==> config.mk <==
export PLATFORM = sky130hd
export DESIGN_NAME = corelet_ctrl_flat
export DESIGN_NICKNAME = d
export VERILOG_FILES = /design/src/rtl/corelet_ctrl_if.sv /design/src/rtl/corelet_ctrl.sv /design/src/flat_wrapper.sv
export SDC_FILE = /design/constraint.sdc
export NUM_CORES = 1
export LEC_CHECK = 0
export CELL_PAD_IN_SITES_DETAIL_PLACEMENT = 2
export CELL_PAD_IN_SITES_GLOBAL_PLACEMENT = 2
export CORE_UTILIZATION = 12
export DETAILED_ROUTE_END_ITERATION = 8
export PLACE_DENSITY = 0.81
export SLEW_MARGIN = 10
export SYNTH_ARGS = -nofsm -noshare
export SYNTH_HDL_FRONTEND = slang
export SYNTH_SLANG_ARGS = --single-unit
==> constraint.sdc <==
create_clock -name clk -period 2.8 [get_ports clk]
set_input_delay 0.56 -clock clk [delete_from_list [all_inputs] [get_ports clk]]
set_output_delay 0.56 -clock clk [all_outputs]
set_load 0.01 [all_outputs]
==> src/rtl/corelet_ctrl_if.sv <==
//------------------------------------------------------------------------------
// corelet_ctrl_if : corelet handshake plus input/output SRAM bus of one tile
// Revision: 1.0
//------------------------------------------------------------------------------
`default_nettype none

interface corelet_ctrl_if #(
  parameter int ROWS    = 8,
  parameter int COLS    = 8,
  parameter int PSUM_BW = 16,
  parameter int INST_BW = 16,
  parameter int ADDR_BW = 11
);
  logic [INST_BW-1:0]      inst;
  logic [3:0]              req;
  logic [3:0]              ack;
  logic [4*ROWS-1:0]       cin;
  logic [PSUM_BW*COLS-1:0] cout;

  logic                    imem_rd;
  logic [ADDR_BW-1:0]      imem_addr;
  logic [4*ROWS-1:0]       imem_rdata;

  logic                    omem_wr;
  logic [ADDR_BW-1:0]      omem_addr;
  logic [PSUM_BW*COLS-1:0] omem_wdata;

  modport master (
    output inst, ack, cin, imem_rd, imem_addr, omem_wr, omem_addr, omem_wdata,
    input  req, cout, imem_rdata
  );

  modport slave (
    input  inst, ack, cin, imem_rd, imem_addr, omem_wr, omem_addr, omem_wdata,
    output req, cout, imem_rdata
  );
endinterface

`default_nettype wire

==> src/rtl/corelet_ctrl.sv <==
//------------------------------------------------------------------------------
// corelet_ctrl : per-tile sequencer (new-cycle, weight/activation load, drain)
// Optional busy-cycle counter: define CORELET_CTRL_PERF_CNT_EN
// Revision: 1.0
//------------------------------------------------------------------------------
`default_nettype none

module corelet_ctrl #(
  parameter int ROWS    = 8,
  parameter int COLS    = 8,
  parameter int PSUM_BW = 16,
  parameter int INST_BW = 16,
  parameter int ADDR_BW = 11,
  parameter int W_BASE  = 0,
  parameter int A_BASE  = 64,
  parameter int O_BASE  = 0
) (
  input  logic        clk,
  input  logic        reset,
  input  logic        start,
  input  logic [7:0]  a_len,
  output logic        busy,
  output logic        done,
  output logic [31:0] perf_cycles,
  corelet_ctrl_if.master bus
);

  localparam logic [2:0] S_IDLE   = 3'd0;
  localparam logic [2:0] S_NEWCYC = 3'd1;
  localparam logic [2:0] S_WAIT_W = 3'd2;
  localparam logic [2:0] S_LOAD_W = 3'd3;
  localparam logic [2:0] S_WAIT_A = 3'd4;
  localparam logic [2:0] S_LOAD_A = 3'd5;
  localparam logic [2:0] S_DRAIN  = 3'd6;
  localparam logic [2:0] S_DONE   = 3'd7;

  localparam logic [7:0]         c_ROWS   = 8'(ROWS);
  localparam logic [ADDR_BW-1:0] c_W_BASE = ADDR_BW'(W_BASE);
  localparam logic [ADDR_BW-1:0] c_A_BASE = ADDR_BW'(A_BASE);
  localparam logic [ADDR_BW-1:0] c_O_BASE = ADDR_BW'(O_BASE);

  logic [2:0] r_state;
  logic [2:0] w_state_nxt;
  logic [7:0] r_a_len;
  logic [7:0] r_rcnt;
  logic [7:0] r_ocnt;
  logic       r_rd_valid;

  logic       w_start_ok;
  logic       w_loading;
  logic [7:0] w_load_len;
  logic       w_rd;
  logic       w_last_ack;
  logic       w_wr;
  logic [7:0] w_ocnt_nxt;
  logic       w_done;
  logic       w_unused_req;

  assign w_start_ok = (r_state == S_IDLE) && start && (a_len != 8'd0);
  assign w_loading  = (r_state == S_LOAD_W) || (r_state == S_LOAD_A);
  assign w_load_len = (r_state == S_LOAD_W) ? c_ROWS : r_a_len;

  // Reads run ahead of acks by one cycle; the stream ends on the ack that
  // follows the final read.
  assign w_rd       = w_loading && (r_rcnt != w_load_len);
  assign w_last_ack = w_loading && r_rd_valid && (r_rcnt == w_load_len);

  // Writes stop once a_len rows have landed, so a late req[2] cannot overrun.
  assign w_wr       = ((r_state == S_LOAD_A) || (r_state == S_DRAIN)) &&
                      bus.req[2] && (r_ocnt != r_a_len);
  assign w_ocnt_nxt = r_ocnt + 8'd1;
  assign w_done     = (r_state == S_DRAIN) &&
                      ((r_ocnt == r_a_len) || (w_wr && (w_ocnt_nxt == r_a_len)));

  assign w_unused_req = bus.req[3];

  always_comb begin
    w_state_nxt = r_state;
    case (r_state)
      S_IDLE:   if (w_start_ok) w_state_nxt = S_NEWCYC;
      S_NEWCYC: w_state_nxt = S_WAIT_W;
      S_WAIT_W: if (bus.req[0]) w_state_nxt = S_LOAD_W;
      S_LOAD_W: if (w_last_ack) w_state_nxt = S_WAIT_A;
      S_WAIT_A: if (bus.req[1]) w_state_nxt = S_LOAD_A;
      S_LOAD_A: if (w_last_ack) w_state_nxt = S_DRAIN;
      S_DRAIN:  if (w_done) w_state_nxt = S_DONE;
      S_DONE:   w_state_nxt = S_IDLE;
      default:  w_state_nxt = S_IDLE;
    endcase
  end

  always_ff @(posedge clk) begin
    if (reset) begin
      r_state    <= S_IDLE;
      r_a_len    <= 8'd0;
      r_rcnt     <= 8'd0;
      r_ocnt     <= 8'd0;
      r_rd_valid <= 1'b0;
    end else begin
      r_state    <= w_state_nxt;
      r_rd_valid <= w_rd;
      if (w_start_ok) begin
        r_a_len <= a_len;
      end
      if ((r_state == S_WAIT_W) || (r_state == S_WAIT_A)) begin
        r_rcnt <= 8'd0;
      end else if (w_rd) begin
        r_rcnt <= r_rcnt + 8'd1;
      end
      if (w_start_ok) begin
        r_ocnt <= 8'd0;
      end else if (w_wr) begin
        r_ocnt <= w_ocnt_nxt;
      end
    end
  end

  always_comb begin
    bus.inst    = '0;
    bus.inst[4] = (r_state == S_NEWCYC);
  end

  assign bus.ack[0] = (r_state == S_LOAD_W) && r_rd_valid;
  assign bus.ack[1] = (r_state == S_LOAD_A) && r_rd_valid;
  assign bus.ack[3:2] = 2'b00;
  assign bus.cin = (bus.ack[0] || bus.ack[1]) ? bus.imem_rdata : '0;

  assign bus.imem_rd   = w_rd;
  assign bus.imem_addr = ((r_state == S_LOAD_A) ? c_A_BASE : c_W_BASE) + ADDR_BW'(r_rcnt);

  assign bus.omem_wr    = w_wr;
  assign bus.omem_addr  = c_O_BASE + ADDR_BW'(r_ocnt);
  assign bus.omem_wdata = bus.cout;

  assign busy = (r_state != S_IDLE);
  assign done = w_done;

`ifdef CORELET_CTRL_PERF_CNT_EN
  logic [31:0] r_perf;

  always_ff @(posedge clk) begin
    if (reset || w_start_ok) begin
      r_perf <= 32'd0;
    end else if (busy && (r_perf != 32'hFFFF_FFFF)) begin
      r_perf <= r_perf + 32'd1;
    end
  end

  assign perf_cycles = r_perf;
`else
  assign perf_cycles = 32'd0;
`endif

endmodule

`default_nettype wire

==> src/flat_wrapper.sv <==
// flat-port wrapper written by rule: the top's interface ports become plain ports
module corelet_ctrl_flat 
#(
  parameter int ROWS    = 8,
  parameter int COLS    = 8,
  parameter int PSUM_BW = 16,
  parameter int INST_BW = 16,
  parameter int ADDR_BW = 11,
  parameter int W_BASE  = 0,
  parameter int A_BASE  = 64,
  parameter int O_BASE  = 0
)
  (clk, reset, start, a_len, busy, done, perf_cycles, bus_inst, bus_ack, bus_cin, bus_imem_rd, bus_imem_addr, bus_omem_wr, bus_omem_addr, bus_omem_wdata, bus_req, bus_cout, bus_imem_rdata);
  corelet_ctrl_if #(.ROWS(ROWS), .COLS(COLS), .PSUM_BW(PSUM_BW), .INST_BW(INST_BW), .ADDR_BW(ADDR_BW)) bus_i ();
  input  logic clk;
  input  logic reset;
  input  logic start;
  input  logic [7:0] a_len;
  output logic busy;
  output logic done;
  output logic [31:0] perf_cycles;
  output wire logic [$bits(bus_i.inst)-1:0] bus_inst;
  output wire logic [$bits(bus_i.ack)-1:0] bus_ack;
  output wire logic [$bits(bus_i.cin)-1:0] bus_cin;
  output wire logic [$bits(bus_i.imem_rd)-1:0] bus_imem_rd;
  output wire logic [$bits(bus_i.imem_addr)-1:0] bus_imem_addr;
  output wire logic [$bits(bus_i.omem_wr)-1:0] bus_omem_wr;
  output wire logic [$bits(bus_i.omem_addr)-1:0] bus_omem_addr;
  output wire logic [$bits(bus_i.omem_wdata)-1:0] bus_omem_wdata;
  input wire logic [$bits(bus_i.req)-1:0] bus_req;
  input wire logic [$bits(bus_i.cout)-1:0] bus_cout;
  input wire logic [$bits(bus_i.imem_rdata)-1:0] bus_imem_rdata;
  assign bus_inst = bus_i.inst;
  assign bus_ack = bus_i.ack;
  assign bus_cin = bus_i.cin;
  assign bus_imem_rd = bus_i.imem_rd;
  assign bus_imem_addr = bus_i.imem_addr;
  assign bus_omem_wr = bus_i.omem_wr;
  assign bus_omem_addr = bus_i.omem_addr;
  assign bus_omem_wdata = bus_i.omem_wdata;
  assign bus_i.req = bus_req;
  assign bus_i.cout = bus_cout;
  assign bus_i.imem_rdata = bus_imem_rdata;
  corelet_ctrl #(.ROWS(ROWS), .COLS(COLS), .PSUM_BW(PSUM_BW), .INST_BW(INST_BW), .ADDR_BW(ADDR_BW), .W_BASE(W_BASE), .A_BASE(A_BASE), .O_BASE(O_BASE)) u_core (.clk(clk), .reset(reset), .start(start), .a_len(a_len), .busy(busy), .done(done), .perf_cycles(perf_cycles), .bus(bus_i));
endmodule
==> flow_summary.ini <==
[run_status]
status = complete, no violations

[setup_path]
crit_path_end_kind = output port
critPathKind = in -> out
worstPathArrival_ns = 2.20
crit_path_end = done
reg2reg_depth = 9
r2r-start = u_core.r_state[0]
cp.required_ns = 2.24
worstReg2RegEnd = u_core.r_rcnt[4]
cp-startpoint = bus_req[2]
r2r_setup_slack_ns = 0.45
crit_fanout = 2
start_kind = input pin

[logic_synthesis]
yosysTopAreaCell = buf_4
synthDominantCellAreaShare = 0.398
synth_warnings = 0
syn-cell-area_sq_um = 3550
syn-mean-instance-area_sq_um = 7.59
netlist_instances = 467
ys_ff_latch = 28
seq_area_frac_synth = 0.158
async_flop_share = 0
synth.area.top_cells = buf_4, dfxtp_1, and2_1
synth_ff_type = dfxtp_1
synth-edff-count = 0
ys_types = 47

[detailed_routing]
drc = 0
wl_per_cell_um = 15.5
avgViaCountPerCell = 3.35
routed_wl_um = 13000
drt-pass1-iter-count = 4
drtIter0Drc = 60
ant_nets = 0
vias = 2808

[timing]
fin_ws_ns = 0.0377
tns_ns = 0
fmax_mhz = 362
slew_violations = 0
setup_viol = 0
rsz0062_at_grt = true
clock_skew_ns = 0.00426
min_period_ns = 2.76
finalHoldViolCount = 0
post-route-period-util = 0.987

[clock_tree]
cts_sinks = 28
cts_max_level = 1
clock_path_buffers = 2
cts_tree = done
cts-root-buf = clkbuf_16
clock_latency_ns = 0.27
cts_buffers = 3
clkSlewWorstSetupHoldPaths_ns = 0.07
hold_buffers = 0

[floorplanning]
placementRows = 62
die_h_um = 174
io_pins = 413
initial_core_util = 0.123
die_area_sq_um = 30200
coreArea_sq_um = 28900
die_w_um = 174

[pwr]
vdd_ir_drop_max_mv = 0.257
p_leak_uw = 0.00161
powerDensity_nw_per_um2 = 385

[layout]
mostFrequentLayoutCells = clkdlybuf4s50_1, conb_1, and2_1, buf_4, dfxtp_1
antenna_cells = 0
final_nets = 639
final_common_cell = clkdlybuf4s50_1
synthToLayoutAreaGrowth_pct = 18.2
drive_above_1_share = 0.143

[global_routing]
overflow = 0
grt_pass1_vias = 2918
grt_pass1_wl_um = 18500
grt_max_degree = 17
track_usage = 0.0807
antenna_found_initial = 0

[place]
gp_congestion = 0.791
post-place-ws_ns = -0.416
dp_hpwl_um = 10800
io_buffer_count = 101

[worst_hold_path]
hp-class = reg -> reg

[run]
drv_cap = 0
## cell usage after synthesis, types with 2 or more instances
library cell / instances
o211ai_1: 3
or2_2: 2
nand2b_1: 7
inv_1: 12
nor2_1: 25
buf_6: 3
o41ai_2: 2
xnor2_1: 18
nor4bb_1: 2
mux2i_1: 3
o32ai_1: 4
xor2_1: 5
nand3b_1: 3
buf_2: 3
o21ai_0: 3
nor3_1: 4
ha_1: 8
and2_1: 37
a21oi_1: 16
buf_4: 188
nor4_1: 6
clkbuf_1: 10
and3_1: 4
nand4_1: 7
nand3_1: 13
or4_1: 2
nor2b_1: 4
dfxtp_1: 28
nand2_1: 23
a31oi_1: 5
## cells by family (layout without fill, tap and decap cells)
kind of cell,count (synthesis),after routing,share of synthesized area
AOI/OAI and AO/OA,43,43,0.0886
and+or+nand+nor,144,146,0.222
adders and majority gates,8,8,0.0282
muxes,3,3,0.00847
DFF,28,28,0.158
xor gates and xnor gates,23,23,0.0568
other,1,54,0.00106
buffers and inverters,217,150,0.436
## through the flow
step	utilization	hold slack [ns]	instance area [sq um]	total power (uW)	cells
floorplan	-	0.481	3740	1160	520
global placement	0.138	0.505	3970	1190	832
detailed placement	0.138	0.523	3970	1210	832
CTS	0.143	0.519	4120	1620	837
global route	0.145	0.529	4190	1720	839
finish	0.145	0.510	4190	1610	839
## per-layer routing
| layer | global-route usage | part of all wire | vias up | routed length [um] |
|---|---|---|---|---|
| li1 | - | - | 1262 | - |
| met1 | 0.0976 | 0.42 | 1313 | 5480 |
| met2 | 0.126 | 0.45 | 155 | 5840 |
| met3 | 0.0214 | 0.075 | 78 | 982 |
| met4 | 0.0523 | 0.057 | 0 | 739 |
| met5 | 0 | 0 | - | 0 |
## final cells by class
class | instances | area, sq um
Clock buffer | 4 | 88.8
Timing Repair Buffer | 134 | 1260
Sequential cell | 28 | 563
Multi-Input combinational cell | 277 | 1760
Inverter | 12 | 45.0
Tap cell | 384 | 480
Fill cell | 3445 | 24700
## power by group
group	total [uW]	leakage [uW]	switching (uW)	internal, uW
clock network	367	0.0000442	148	219
logic	757	0.00133	416	341
registers	491	0.000228	51.5	439
## registers in the layout, summed over array words and instances, names as in the netlist
| name | count |
|---|---|
| u_core.r_rcnt | 8 |
| u_core.r_a_len | 8 |
| u_core.r_state | 3 |
| u_core.r_rd_valid | 1 |
| u_core.r_ocnt | 8 |
## critical path, stage by stage
cell	delay, ns
clkdlybuf4s50_1	0.46
o211ai_1	0.14
nor3_1	0.23
nand4_1	0.17
nor4_4	0.27
nor2_1	0.08
nor2_1	0.13
buf_2	0.16
## worst min-delay path by stage
stage                                 start  cells after the start  slack (ns)                end
after global placement    u_core.r_state[0]                      2        0.51  u_core.r_state[0]
after detailed placement  u_core.r_state[0]                      2        0.52  u_core.r_state[0]
final                     u_core.r_state[1]                      2        0.51  u_core.r_state[1]
after floorplan           u_core.r_state[1]                      2        0.48  u_core.r_state[1]
after CTS                 u_core.r_state[1]                      2        0.52  u_core.r_state[1]
after global routing      u_core.r_state[0]                      2        0.53  u_core.r_state[0]
## what timing repair did
action | 4_1_cts | 5_1_grt
pin swaps | 1 | 5
buffers inserted | 0 | 1
gates resized for setup | 16 | 15
endpoints found under the setup margin | 36 | 34
gates cloned | 1 | 1
No activity file was read; power rests on OpenSTA's default activity.
